<file path="config.mk">
export PLATFORM = sky130hd
export DESIGN_NAME = ad5445_readback_flat
export DESIGN_NICKNAME = d
export VERILOG_FILES = /design/src/rtl/ad5445_pkg.sv /design/src/rtl/ad5445_readback_if.sv /design/src/rtl/ad5445_tick_gen.sv /design/src/rtl/ad5445_readback.sv /design/src/flat_wrapper.sv
export SDC_FILE = /design/constraint.sdc
export NUM_CORES = 1
export LEC_CHECK = 0
export ABC_AREA = 1
export CAP_MARGIN = 10
export CORE_ASPECT_RATIO = 1.4
export CORE_MARGIN = 3
export CORE_UTILIZATION = 51
export CTS_BUF_LIST = sky130_fd_sc_hd__clkbuf_16
export DETAILED_ROUTE_END_ITERATION = 6
export GPL_TIMING_DRIVEN = 0
export PLACE_DENSITY = 0.8
export SLEW_MARGIN = 20
export SYNTH_ARGS = -nofsm -noshare
export SYNTH_HDL_FRONTEND = slang
export SYNTH_SLANG_ARGS = --single-unit
</file>
<file path="constraint.sdc">
create_clock -name clk -period 2 [get_ports clk]
set_input_delay 0.3 -clock clk [delete_from_list [all_inputs] [get_ports clk]]
set_output_delay 0.3 -clock clk [all_outputs]
set_load 0.005 [all_outputs]
</file>
<file path="src/rtl/ad5445_pkg.sv">
// Shared AD5445 bus constants, timing defaults and readback FSM states.
package ad5445_pkg;

  localparam int unsigned DAC_DW       = 12;
  localparam int unsigned ERR_W        = 16;

  // Bus timing defaults shared by the reader and the writer.
  localparam int unsigned T_TURN_DEF   = 2;
  localparam int unsigned T_ACC_DEF    = 4;
  localparam int unsigned T_REC_DEF    = 3;
  localparam int unsigned AUTO_PER_DEF = 100000;

  typedef enum logic [2:0] {
    ST_IDLE,
    ST_REQ,
    ST_TURN,
    ST_ACC,
    ST_REC
  } rb_state_e;

  // Counter width able to hold 0..v-1, never narrower than one bit.
  function automatic int unsigned cnt_width(input int unsigned v);
    return (v <= 1) ? 1 : $clog2(v);
  endfunction

endpackage

</file>
<file path="src/rtl/ad5445_readback_if.sv">
// DAC pin bundle plus the bus_req/bus_gnt handshake with the board-level mux.
interface ad5445_readback_if;
  import ad5445_pkg::*;

  logic              bus_req;
  logic              bus_gnt;
  logic              dac_rw_ctr;
  logic              dac_cs_n;
  logic              dac_d_oe;
  logic [DAC_DW-1:0] dac_d_in;

  modport master (
    output bus_req, dac_rw_ctr, dac_cs_n, dac_d_oe,
    input  bus_gnt, dac_d_in
  );

  modport slave (
    input  bus_req, dac_rw_ctr, dac_cs_n, dac_d_oe,
    output bus_gnt, dac_d_in
  );

endinterface

</file>
<file path="src/rtl/ad5445_tick_gen.sv">
// Free-running period counter: one-cycle tick each PER cycles while en is high.
module ad5445_tick_gen
  import ad5445_pkg::*;
#(
  parameter int unsigned PER = AUTO_PER_DEF
) (
  input  logic clk,
  input  logic rst_n,
  input  logic en,
  output logic tick
);

  localparam int unsigned CW = cnt_width(PER);

  logic [CW-1:0] cnt;

  // Count 0..PER-1, flag the wrap; disabling restarts the period from zero.
  always_ff @(posedge clk or negedge rst_n) begin
    if (!rst_n) begin
      cnt  <= '0;
      tick <= 1'b0;
    end else if (!en) begin
      cnt  <= '0;
      tick <= 1'b0;
    end else begin
      tick <= (cnt == CW'(PER - 1));
      cnt  <= (cnt == CW'(PER - 1)) ? '0 : cnt + CW'(1);
    end
  end

endmodule

</file>
<file path="src/rtl/ad5445_readback.sv">
// AD5445 readback engine: arbitrates for the DAC pins, reads the input
// register, compares it with the expected code and counts mismatches.
module ad5445_readback
  import ad5445_pkg::*;
#(
  parameter int unsigned DW       = DAC_DW,
  parameter int unsigned T_TURN   = T_TURN_DEF,
  parameter int unsigned T_ACC    = T_ACC_DEF,
  parameter int unsigned T_REC    = T_REC_DEF,
  parameter int unsigned AUTO_PER = AUTO_PER_DEF
) (
  input  logic                clk,
  input  logic                rst_n,
  input  logic                rd_req,
  input  logic                auto_en,
  input  logic [DW-1:0]       rd_expect,
  input  logic                err_clr,
  ad5445_readback_if.master   dac,
  output logic                rd_busy,
  output logic [DW-1:0]       rd_data,
  output logic                rd_valid,
  output logic                rd_mismatch,
  output logic [ERR_W-1:0]    err_cnt
);

  localparam int unsigned T_MAX = (T_TURN > T_ACC) ?
                                  ((T_TURN > T_REC) ? T_TURN : T_REC) :
                                  ((T_ACC  > T_REC) ? T_ACC  : T_REC);
  localparam int unsigned PH_W  = cnt_width(T_MAX);

  rb_state_e       state_q, state_d;
  logic [PH_W-1:0] phase_q, phase_d;
  logic            pending_q, pending_d;
  logic            bus_req_q, bus_req_d;
  logic            cs_n_q, cs_n_d;
  logic            valid_d, mism_d;
  logic [DW-1:0]   data_d;
  logic            auto_tick;

  ad5445_tick_gen #(.PER(AUTO_PER)) u_tick (
    .clk  (clk),
    .rst_n(rst_n),
    .en   (auto_en),
    .tick (auto_tick)
  );

  // The reader never drives data and only ever issues reads.
  assign dac.bus_req    = bus_req_q;
  assign dac.dac_cs_n   = cs_n_q;
  assign dac.dac_rw_ctr = 1'b1;
  assign dac.dac_d_oe   = 1'b0;

  // State, phase and registered outputs; reset forces cs_n high immediately.
  always_ff @(posedge clk or negedge rst_n) begin
    if (!rst_n) begin
      state_q     <= ST_IDLE;
      phase_q     <= '0;
      pending_q   <= 1'b0;
      bus_req_q   <= 1'b0;
      cs_n_q      <= 1'b1;
      rd_busy     <= 1'b0;
      rd_data     <= '0;
      rd_valid    <= 1'b0;
      rd_mismatch <= 1'b0;
    end else begin
      state_q     <= state_d;
      phase_q     <= phase_d;
      pending_q   <= pending_d;
      bus_req_q   <= bus_req_d;
      cs_n_q      <= cs_n_d;
      rd_busy     <= (state_d != ST_IDLE);
      rd_data     <= data_d;
      rd_valid    <= valid_d;
      rd_mismatch <= mism_d;
    end
  end

  // Next-state and next-output decode; values are for the state being entered.
  always_comb begin
    state_d   = state_q;
    phase_d   = phase_q;
    pending_d = pending_q;
    bus_req_d = bus_req_q;
    cs_n_d    = 1'b1;
    valid_d   = 1'b0;
    mism_d    = rd_mismatch;
    data_d    = rd_data;

    // A wrap while a request is already pending collapses into it.
    if (auto_tick) pending_d = 1'b1;

    unique case (state_q)
      ST_IDLE: begin
        if (rd_req || pending_q) begin
          state_d   = ST_REQ;
          bus_req_d = 1'b1;
          pending_d = 1'b0;
        end
      end
      ST_REQ: begin
        bus_req_d = 1'b1;
        if (dac.bus_gnt) begin
          state_d = ST_TURN;
          phase_d = '0;
        end
      end
      ST_TURN: begin
        if (phase_q == PH_W'(T_TURN - 1)) begin
          state_d = ST_ACC;
          phase_d = '0;
          cs_n_d  = 1'b0;
        end else begin
          phase_d = phase_q + PH_W'(1);
        end
      end
      ST_ACC: begin
        cs_n_d = 1'b0;
        if (phase_q == PH_W'(T_ACC - 1)) begin
          state_d = ST_REC;
          phase_d = '0;
          cs_n_d  = 1'b1;
          data_d  = DW'(dac.dac_d_in);
          valid_d = 1'b1;
          mism_d  = (DW'(dac.dac_d_in) != rd_expect);
        end else begin
          phase_d = phase_q + PH_W'(1);
        end
      end
      ST_REC: begin
        if (phase_q == PH_W'(T_REC - 1)) begin
          state_d   = ST_IDLE;
          phase_d   = '0;
          bus_req_d = 1'b0;
        end else begin
          phase_d = phase_q + PH_W'(1);
        end
      end
      default: begin
        state_d   = ST_IDLE;
        phase_d   = '0;
        bus_req_d = 1'b0;
      end
    endcase

    if (!auto_en) pending_d = 1'b0;
  end

  // Saturating mismatch counter; a clear beats a simultaneous mismatch.
  always_ff @(posedge clk or negedge rst_n) begin
    if (!rst_n) begin
      err_cnt <= '0;
    end else if (err_clr) begin
      err_cnt <= '0;
    end else if (rd_valid && rd_mismatch && (err_cnt != '1)) begin
      err_cnt <= err_cnt + ERR_W'(1);
    end
  end

endmodule

</file>
<file path="src/flat_wrapper.sv">
// flat-port wrapper written by rule: the top's interface ports become plain ports
module ad5445_readback_flat import ad5445_pkg::*;
#(
  parameter int unsigned DW       = DAC_DW,
  parameter int unsigned T_TURN   = T_TURN_DEF,
  parameter int unsigned T_ACC    = T_ACC_DEF,
  parameter int unsigned T_REC    = T_REC_DEF,
  parameter int unsigned AUTO_PER = AUTO_PER_DEF
)
  (clk, rst_n, rd_req, auto_en, rd_expect, err_clr, rd_busy, rd_data, rd_valid, rd_mismatch, err_cnt, dac_bus_req, dac_dac_rw_ctr, dac_dac_cs_n, dac_dac_d_oe, dac_bus_gnt, dac_dac_d_in);
  ad5445_readback_if dac_i ();
  input  logic clk;
  input  logic rst_n;
  input  logic rd_req;
  input  logic auto_en;
  input  logic [DW-1:0] rd_expect;
  input  logic err_clr;
  output logic rd_busy;
  output logic [DW-1:0] rd_data;
  output logic rd_valid;
  output logic rd_mismatch;
  output logic [ERR_W-1:0] err_cnt;
  output wire logic [$bits(dac_i.bus_req)-1:0] dac_bus_req;
  output wire logic [$bits(dac_i.dac_rw_ctr)-1:0] dac_dac_rw_ctr;
  output wire logic [$bits(dac_i.dac_cs_n)-1:0] dac_dac_cs_n;
  output wire logic [$bits(dac_i.dac_d_oe)-1:0] dac_dac_d_oe;
  input wire logic [$bits(dac_i.bus_gnt)-1:0] dac_bus_gnt;
  input wire logic [$bits(dac_i.dac_d_in)-1:0] dac_dac_d_in;
  assign dac_bus_req = dac_i.bus_req;
  assign dac_dac_rw_ctr = dac_i.dac_rw_ctr;
  assign dac_dac_cs_n = dac_i.dac_cs_n;
  assign dac_dac_d_oe = dac_i.dac_d_oe;
  assign dac_i.bus_gnt = dac_bus_gnt;
  assign dac_i.dac_d_in = dac_dac_d_in;
  ad5445_readback #(.DW(DW), .T_TURN(T_TURN), .T_ACC(T_ACC), .T_REC(T_REC), .AUTO_PER(AUTO_PER)) u_core (.clk(clk), .rst_n(rst_n), .rd_req(rd_req), .auto_en(auto_en), .rd_expect(rd_expect), .err_clr(err_clr), .dac(dac_i), .rd_busy(rd_busy), .rd_data(rd_data), .rd_valid(rd_valid), .rd_mismatch(rd_mismatch), .err_cnt(err_cnt));
endmodule
</file>
==> results of run 1 <==
## stage by stage
| step | area [µm²] | std cells | power [µW] | hold slack (ns) | util (%) |
|---|---|---|---|---|---|
| after CTS | 4120 | 561 | 3780 | 0.0575 | 69.3 |
| after global routing | 4120 | 561 | 3990 | 0.0784 | 69.3 |
| final | 4120 | 561 | 3760 | 0.0187 | 69.3 |
| after detailed placement | 3860 | 545 | 2470 | 0.404 | 65.0 |
| after global placement | 3870 | 545 | 2430 | 0.451 | 65.0 |
| after floorplan | 3160 | 413 | 1940 | 0.00441 | - |
## critical path: cells and delay by family (launching register included)
kind,cells,cell delay (ns)
adder cells (fa/ha/maj),1,0.24
AND/OR/NAND/NOR,7,1.14
flip-flops,1,0.41
## kinds of logic after synthesis
logic type               synth area share (%)
AND/OR/NAND/NOR                          35.1
buffers and inverters                    5.94
adder cells (fa/ha/maj)                  3.17
flip-flops                               45.2
other                                   0.238
XOR/XNOR                                 6.38
AO/OA/AOI/OAI                            3.92
## synthesized netlist by cell type (2+ instances only)
library cell	number	area (µm²)
sky130_fd_sc_hd__nor3_1	14	70.1
sky130_fd_sc_hd__conb_1	2	7.51
sky130_fd_sc_hd__nand2_2	4	25.0
sky130_fd_sc_hd__or2_2	2	12.5
sky130_fd_sc_hd__o21bai_1	2	15.0
sky130_fd_sc_hd__buf_4	2	15.0
sky130_fd_sc_hd__nand4_1	11	68.8
sky130_fd_sc_hd__nor2_2	2	12.5
sky130_fd_sc_hd__nand2_1	136	510
sky130_fd_sc_hd__nand3_1	23	115
sky130_fd_sc_hd__dfrtp_1	56	1400
sky130_fd_sc_hd__inv_1	32	120
sky130_fd_sc_hd__a21oi_1	7	35.0
sky130_fd_sc_hd__ha_1	8	100
sky130_fd_sc_hd__inv_2	4	15.0
sky130_fd_sc_hd__o211ai_1	2	15.0
sky130_fd_sc_hd__xnor2_1	6	52.6
sky130_fd_sc_hd__buf_2	2	10.0
sky130_fd_sc_hd__nor2_4	2	22.5
sky130_fd_sc_hd__nand3b_1	2	15.0
sky130_fd_sc_hd__o21ai_0	4	20.0
sky130_fd_sc_hd__xor2_1	17	149
sky130_fd_sc_hd__nor2_1	62	233
## per-layer routing
metal,track usage [%],wire (µm),up-vias
li1,-,-,1444
met1,24.5,2800,1386
met2,41.5,4080,104
met3,5.66,479,17
met4,10.8,204,0
met5,0,0,-
## layout by cell type, fill, tap and decap left out, types with 2 or more instances in the layout
cell type                           n
sky130_fd_sc_hd__a21oi_1            7
sky130_fd_sc_hd__buf_2              2
sky130_fd_sc_hd__buf_4              3
sky130_fd_sc_hd__clkbuf_16          9
sky130_fd_sc_hd__clkdlybuf4s50_1   61
sky130_fd_sc_hd__clkinv_1           3
sky130_fd_sc_hd__clkinv_2           3
sky130_fd_sc_hd__conb_1             2
sky130_fd_sc_hd__dfrtp_1           56
sky130_fd_sc_hd__ha_1               8
sky130_fd_sc_hd__inv_1             34
sky130_fd_sc_hd__inv_2              4
sky130_fd_sc_hd__nand2_1          136
sky130_fd_sc_hd__nand2_2            4
sky130_fd_sc_hd__nand3_1           23
sky130_fd_sc_hd__nand3b_1           2
sky130_fd_sc_hd__nand4_1           11
sky130_fd_sc_hd__nor2_1            62
sky130_fd_sc_hd__nor2_2             2
sky130_fd_sc_hd__nor2_4             2
sky130_fd_sc_hd__nor3_1            14
sky130_fd_sc_hd__o211ai_1           2
sky130_fd_sc_hd__o21ai_0            4
sky130_fd_sc_hd__o21bai_1           2
sky130_fd_sc_hd__or2_2              2
sky130_fd_sc_hd__xnor2_1            6
sky130_fd_sc_hd__xor2_1            17
## sequential cells by signal (all words and copies together) (netlist names)
register / cells
u_core.u_tick.tick: 1
u_core.rd_data: 12
u_core.dac.bus_req: 1
u_core.err_cnt: 16
u_core.phase_q: 2
u_core.state_q: 3
u_core.rd_busy: 1
u_core.u_tick.cnt: 17
u_core.rd_mismatch: 1
u_core.dac.dac_cs_n: 1
u_core.rd_valid: 1
u_core.pending_q: 1
## report_power, final
part / internal, µW / switching, µW / total, µW
Sequential: 1360 / 131 / 1490
Combinational: 503 / 461 / 964
Clock: 809 / 489 / 1300
Total: 2670 / 1080 / 3760
## cell type report
class	count	area, µm²	area share (%)
multi-input cells	313	1540	37.5
flip-flops and latches	57	1430	34.7
repair buffers	62	618	15.0
plain buffers	5	40.0	0.972
well taps	70	87.6	2.13
inverters	38	148	3.58
clock buffers	9	225	5.47
clock inverters	7	30.0	0.729
## worst min path at each step
stage | start | endpoint | slack, ns | cells past startpoint
2_1_floorplan | rst_n | u_core.dac.bus_req | 0.004 | 0
3_3_place_gp | u_core.u_tick.cnt[0] | u_core.u_tick.cnt[0] | 0.45 | 1
3_5_place_dp | rst_n | u_core.err_cnt[5] | 0.40 | 1
4_1_cts | rst_n | u_core.err_cnt[13] | 0.06 | 1
5_1_grt | rst_n | u_core.dac.bus_req | 0.08 | 1
6_report | rst_n | u_core.state_q[1] | 0.02 | 1
==> flow_results.xml, run 1 <==
<?xml version="1.0" encoding="UTF-8"?>
<metrics>
  <group name="global_routing">
    <metric name="grt_antenna_before_repair" unit="">0</metric>
    <metric name="first_global_vias" unit="">2984</metric>
    <metric name="grt_pass1_wl" unit="mm">12.9</metric>
    <metric name="grt_max_degree" unit="">58</metric>
    <metric name="grtUsageTotal" unit="%">23.0</metric>
    <metric name="grt_overflow" unit="">0</metric>
  </group>
  <group name="layout">
    <metric name="inserted_diodes" unit="">0</metric>
    <metric name="layout_cells_sized_above_1" unit="%">7.33</metric>
    <metric name="flow.area_growth_from_synthesis" unit="%">30.4</metric>
    <metric name="nets_final" unit="">524</metric>
    <metric name="layout.filler_cells" unit="">504</metric>
  </group>
  <group name="timing">
    <metric name="max_slew.worst_pin.slew" unit="ns">0.696</metric>
    <metric name="finalMaxSlewViolations" unit="">0</metric>
    <metric name="timing.max_slew.rel_slack" unit="%">53.6</metric>
    <metric name="rsz0062_at_grt" unit="">no</metric>
    <metric name="setup_violations" unit="">0</metric>
    <metric name="clock-skew-final" unit="ns">0.00542</metric>
    <metric name="setup_slack" unit="ns">0.162</metric>
    <metric name="finalCritPeriodShare" unit="%">91.9</metric>
    <metric name="min_tclk_post_route" unit="ns">1.84</metric>
    <metric name="finalHoldViolations" unit="">0</metric>
    <metric name="maxClockFrequency" unit="MHz">544</metric>
    <metric name="fin_tns_setup" unit="ns">0</metric>
  </group>
  <group name="clocking">
    <metric name="clock_sink_count" unit="">57</metric>
    <metric name="h-tree-depth" unit="">3</metric>
    <metric name="cts_root_buf" unit="">sky130_fd_sc_hd__clkbuf_16</metric>
    <metric name="worst_setup_hold_path_clk_slew" unit="ns">0.05</metric>
    <metric name="clock_tree_from_tritoncts" unit="">done</metric>
    <metric name="cts_hold_buf" unit="">0</metric>
    <metric name="cts_resized" unit="">0</metric>
    <metric name="cts_buffers" unit="">9</metric>
    <metric name="cts.path.max_buffers" unit="">2</metric>
    <metric name="cts_post_setup_buffers_inserted" unit="">0</metric>
    <metric name="clk_latency" unit="ns">0.32</metric>
  </group>
  <group name="floorplanning">
    <metric name="initial_utilization" unit="%">53.1</metric>
    <metric name="dieWidth" unit="µm">72.5</metric>
    <metric name="floorplan.core_area" unit="µm²">5950</metric>
    <metric name="die-height" unit="µm">99.1</metric>
    <metric name="die-area" unit="µm²">7190</metric>
    <metric name="num_rows" unit="">33</metric>
    <metric name="io-pin-count" unit="">65</metric>
  </group>
  <group name="routing">
    <metric name="vias" unit="">2951</metric>
    <metric name="dr.first_iter.drc_count" unit="">164</metric>
    <metric name="firstDrtPassIters" unit="">4</metric>
    <metric name="routed_via_density" unit="">5.26</metric>
    <metric name="overall_routed_net_length" unit="mm">7.56</metric>
    <metric name="drt-wirelength-per-cell" unit="µm">13.5</metric>
    <metric name="drc_errors" unit="">0</metric>
    <metric name="drt.antenna.violating_nets" unit="">0</metric>
  </group>
  <group name="worst_setup_path">
    <metric name="worst-r2r-cell-count" unit="">8</metric>
    <metric name="setup.worst_path.start_class" unit="">flop</metric>
    <metric name="cpMaxStageDelayCell" unit="">sky130_fd_sc_hd__nor2_1</metric>
    <metric name="worst_r2r_startpoint" unit="">u_core.err_cnt[0]</metric>
    <metric name="cp-startpoint" unit="">u_core.err_cnt[0]</metric>
    <metric name="cp-end-kind" unit="">flop</metric>
    <metric name="crit_path_max_incr_delay" unit="ns">0.48</metric>
    <metric name="worst-endpoint-required" unit="ns">2.26</metric>
    <metric name="r2r_slack" unit="ns">0.16</metric>
    <metric name="worst_r2r_endpoint" unit="">u_core.err_cnt[5]</metric>
    <metric name="critical_path.max_fanout" unit="">9</metric>
    <metric name="crit_end" unit="">u_core.err_cnt[5]</metric>
    <metric name="crit_path_cell_trace" unit="">ha_1, nand2_2, nor2_4, nand2_2, nor2_1, nor2_1, nand3_1, nand2_1</metric>
    <metric name="cp.arrival" unit="ns">2.10</metric>
    <metric name="setup.worst_path.class" unit="">reg -&gt; reg</metric>
  </group>
  <group name="power_and_ir_drop">
    <metric name="power_leakage" unit="µW">0.00193</metric>
    <metric name="cellPowerDensity" unit="nW/µm²">912</metric>
    <metric name="vdd.ir_drop.worst" unit="V">0.000745</metric>
  </group>
  <group name="yosys">
    <metric name="ffs_w_async_s_r_synth" unit="%">100</metric>
    <metric name="synth_cells" unit="">413</metric>
    <metric name="ys_seq_area_share" unit="%">45.2</metric>
    <metric name="ys.warnings.count" unit="">0</metric>
    <metric name="mappedNetlistNets" unit="">451</metric>
    <metric name="syn_avg_cell_area" unit="µm²">7.65</metric>
    <metric name="post_synth_num_cell_types" unit="">34</metric>
    <metric name="synth-edff-count" unit="">0</metric>
    <metric name="syn-cell-area" unit="µm²">3160</metric>
    <metric name="yosys_register_bits" unit="">57</metric>
    <metric name="ys.flop_type" unit="">sky130_fd_sc_hd__dfrtp_1</metric>
  </group>
  <group name="flow_run">
    <metric name="max-cap-violations" unit="">0</metric>
  </group>
  <group name="placed_design">
    <metric name="detailed_place_hpwl" unit="mm">5.48</metric>
    <metric name="io_buffers" unit="">62</metric>
    <metric name="pre_cts_ws" unit="ns">0.183</metric>
    <metric name="finalWeightedCongestion" unit="">0.893</metric>
  </group>
  <group name="outcome">
    <metric name="outcome" unit="">completed</metric>
  </group>
  <group name="hold_path">
    <metric name="min_path_type" unit="">in -&gt; async</metric>
  </group>
</metrics>
(Power assumes the default switching activity.)
==> inputs of run 2 (changes only) <==
PLACE_DENSITY = 0.76   (was 0.8)
==> run 2 against run 1 <==
Power up 6.7%. Hold slack better by 0.29 ns. Setup slack better by 0.16 ns. Largest cell class unchanged. Largest power group is now the clock network. Highest routed layer unchanged.
==> flow_results.xml, run 2 (synthesis gave the netlist of run 1 again) <==
<?xml version="1.0" encoding="UTF-8"?>
<metrics>
  <group name="floorplanning">
    <metric name="die-area" unit="µm²">7190</metric>
    <metric name="num_rows" unit="">33</metric>
    <metric name="io-pin-count" unit="">65</metric>
    <metric name="die-height" unit="µm">99.1</metric>
    <metric name="dieWidth" unit="µm">72.5</metric>
    <metric name="initial_utilization" unit="%">53.1</metric>
    <metric name="floorplan.core_area" unit="µm²">5950</metric>
  </group>
  <group name="worst_setup_path">
    <metric name="r2r_slack" unit="ns">0.33</metric>
    <metric name="worst_r2r_startpoint" unit="">u_core.err_cnt[0]</metric>
    <metric name="worst-endpoint-required" unit="ns">2.26</metric>
    <metric name="cp-startpoint" unit="">u_core.err_cnt[0]</metric>
    <metric name="cp-end-kind" unit="">flop</metric>
    <metric name="cp.arrival" unit="ns">1.94</metric>
    <metric name="worst-r2r-cell-count" unit="">8</metric>
    <metric name="critical_path.max_fanout" unit="">9</metric>
    <metric name="setup.worst_path.class" unit="">reg -&gt; reg</metric>
    <metric name="setup.worst_path.start_class" unit="">flop</metric>
  </group>
  <group name="layout">
    <metric name="final_cell_mix" unit="">136 x sky130_fd_sc_hd__nand2_1, 61 x sky130_fd_sc_hd__nor2_1, 61 x sky130_fd_sc_hd__clkdlybuf4s50_1</metric>
    <metric name="layout.core_utilization" unit="%">70.8</metric>
    <metric name="layout.area.seq" unit="µm²">1430</metric>
    <metric name="final_cell_area" unit="µm²">4210</metric>
    <metric name="reg.largest.list" unit="">u_core.u_tick.cnt (17), u_core.err_cnt (16), u_core.rd_data (12)</metric>
    <metric name="area_used_by_multi_input_combinational_logic" unit="µm²">1550</metric>
    <metric name="most_common_cell_after_layout_fill_and_taps_aside" unit="">sky130_fd_sc_hd__nand2_1</metric>
    <metric name="layout.filler_cells" unit="">518</metric>
    <metric name="flow.area_growth_from_synthesis" unit="%">33.2</metric>
    <metric name="registers.top_by_ff_count" unit="">u_core.u_tick.cnt</metric>
    <metric name="inserted_diodes" unit="">0</metric>
    <metric name="nets_final" unit="">526</metric>
    <metric name="largest_reg_flops" unit="">17</metric>
    <metric name="layout_cells_sized_above_1" unit="%">7.51</metric>
  </group>
  <group name="timing">
    <metric name="clock-skew-final" unit="ns">0.00586</metric>
    <metric name="min_tclk_post_route" unit="ns">1.67</metric>
    <metric name="finalCritPeriodShare" unit="%">83.7</metric>
    <metric name="setup_violations" unit="">0</metric>
    <metric name="maxClockFrequency" unit="MHz">597</metric>
    <metric name="finalHoldViolations" unit="">0</metric>
    <metric name="rsz0062_at_grt" unit="">no</metric>
    <metric name="finalMaxSlewViolations" unit="">0</metric>
    <metric name="hold_slack" unit="ns">0.305</metric>
  </group>
  <group name="global_routing">
    <metric name="first_global_vias" unit="">2855</metric>
    <metric name="grt_max_degree" unit="">57</metric>
    <metric name="grt_antenna_before_repair" unit="">0</metric>
    <metric name="grt_overflow" unit="">0</metric>
    <metric name="grtUsageTotal" unit="%">21.9</metric>
    <metric name="grt_pass1_wl" unit="mm">12.4</metric>
  </group>
  <group name="power_and_ir_drop">
    <metric name="vdd.ir_drop.worst" unit="V">0.000772</metric>
    <metric name="p_sw" unit="µW">1070</metric>
    <metric name="power_switching_share" unit="%">26.7</metric>
    <metric name="cellPowerDensity" unit="nW/µm²">952</metric>
    <metric name="cellInternalPower" unit="µW">2940</metric>
    <metric name="share_comb_of_total_power" unit="%">23.6</metric>
    <metric name="p_clk_share" unit="%">39.2</metric>
    <metric name="power_leakage" unit="µW">0.00197</metric>
    <metric name="seq_power_share" unit="%">37.2</metric>
  </group>
  <group name="hold_path">
    <metric name="min_path_type" unit="">in -&gt; async</metric>
  </group>
  <group name="placed_design">
    <metric name="io_buffers" unit="">62</metric>
    <metric name="detailed_place_hpwl" unit="mm">5.36</metric>
    <metric name="placement.cell_area" unit="µm²">3890</metric>
    <metric name="finalWeightedCongestion" unit="">0.888</metric>
  </group>
  <group name="routing">
    <metric name="dr.first_iter.drc_count" unit="">109</metric>
    <metric name="drt.antenna.violating_nets" unit="">0</metric>
    <metric name="routed_via_density" unit="">5.10</metric>
    <metric name="firstDrtPassIters" unit="">4</metric>
    <metric name="drt-wirelength-per-cell" unit="µm">12.9</metric>
    <metric name="overall_routed_net_length" unit="mm">7.25</metric>
    <metric name="drc_errors" unit="">0</metric>
    <metric name="vias" unit="">2872</metric>
  </group>
  <group name="clocking">
    <metric name="cts.path.max_buffers" unit="">2</metric>
    <metric name="cts_post_setup_buffers_inserted" unit="">0</metric>
    <metric name="clock_tree_from_tritoncts" unit="">done</metric>
    <metric name="cts_buffers" unit="">9</metric>
    <metric name="clk_latency" unit="ns">0.33</metric>
    <metric name="clock_sink_count" unit="">57</metric>
    <metric name="h-tree-depth" unit="">3</metric>
    <metric name="worst_setup_hold_path_clk_slew" unit="ns">0.05</metric>
    <metric name="cts_root_buf" unit="">sky130_fd_sc_hd__clkbuf_16</metric>
  </group>
  <group name="flow_run">
    <metric name="max-cap-violations" unit="">0</metric>
  </group>
  <group name="outcome">
    <metric name="outcome" unit="">completed</metric>
  </group>
</metrics>
[run 2: per-layer routing]
metal  wire length [µm]  share of wire, %  global-route usage, %  vias to the layer above
met1               2940                41                   24.5                     1323
li1                   -                 -                      -                     1458
met2               3790                52                   39.2                       76
met3                358               4.9                   3.94                       15
met4                158               2.2                   10.8                        0
met5                  0                 0                      0                        -
[run 2: worst paths after layout]
kind / endpoint
max reg2reg: u_core.err_cnt[15]
max in group asynchronous: u_core.dac.dac_cs_n
max: u_core.err_cnt[15]
min: u_core.rd_busy
min reg2reg: u_core.u_tick.cnt[0]
min in group clk: u_core.u_tick.cnt[0]
[run 2: worst max-delay path, stage by stage (launching register included)]
cell,delay [ns]
sky130_fd_sc_hd__dfrtp_1,0.40
sky130_fd_sc_hd__ha_1,0.24
sky130_fd_sc_hd__nand2_2,0.09
sky130_fd_sc_hd__nor2_4,0.04
sky130_fd_sc_hd__nand2_2,0.16
sky130_fd_sc_hd__nor2_1,0.08
sky130_fd_sc_hd__nor2_2,0.34
sky130_fd_sc_hd__nand4_1,0.15
sky130_fd_sc_hd__nand2_1,0.09
[run 2: layout make-up]
| type | count | share of cell area (%) |
|---|---|---|
| multi-input cells | 313 | 36.7 |
| clock inverters | 7 | 1.87 |
| clock buffers | 9 | 5.35 |
| repair buffers | 64 | 15.6 |
| well taps | 70 | 2.08 |
| plain buffers | 5 | 0.952 |
| flip-flops and latches | 57 | 33.9 |
| inverters | 38 | 3.51 |
[run 2: power groups by stage]
stage	Combinational, µW	Clock, µW	Sequential [µW]
3_5_place_dp	958	0	1500
3_3_place_gp	931	0	1500
4_1_cts	964	1590	1490
6_report	947	1570	1490
5_1_grt	1070	1640	1520
2_1_floorplan	429	0	1510
[run 2: stage by stage]
step,std cells,power [µW],TNS (ns),setup slack (ns)
floorplan,413,1940,0,0.509
global placement,545,2430,-68.31,-1.21
detailed placement,546,2460,0,0.149
CTS,563,4050,0,0.139
global route,563,4230,0,0.162
finish,563,4010,0,0.325
[run 2: what timing repair did]
item,CTS,global route
endpoints found under the hold margin,56,0
endpoints found under the setup margin,0,2
hold buffers,1,0
resized for setup,0,1
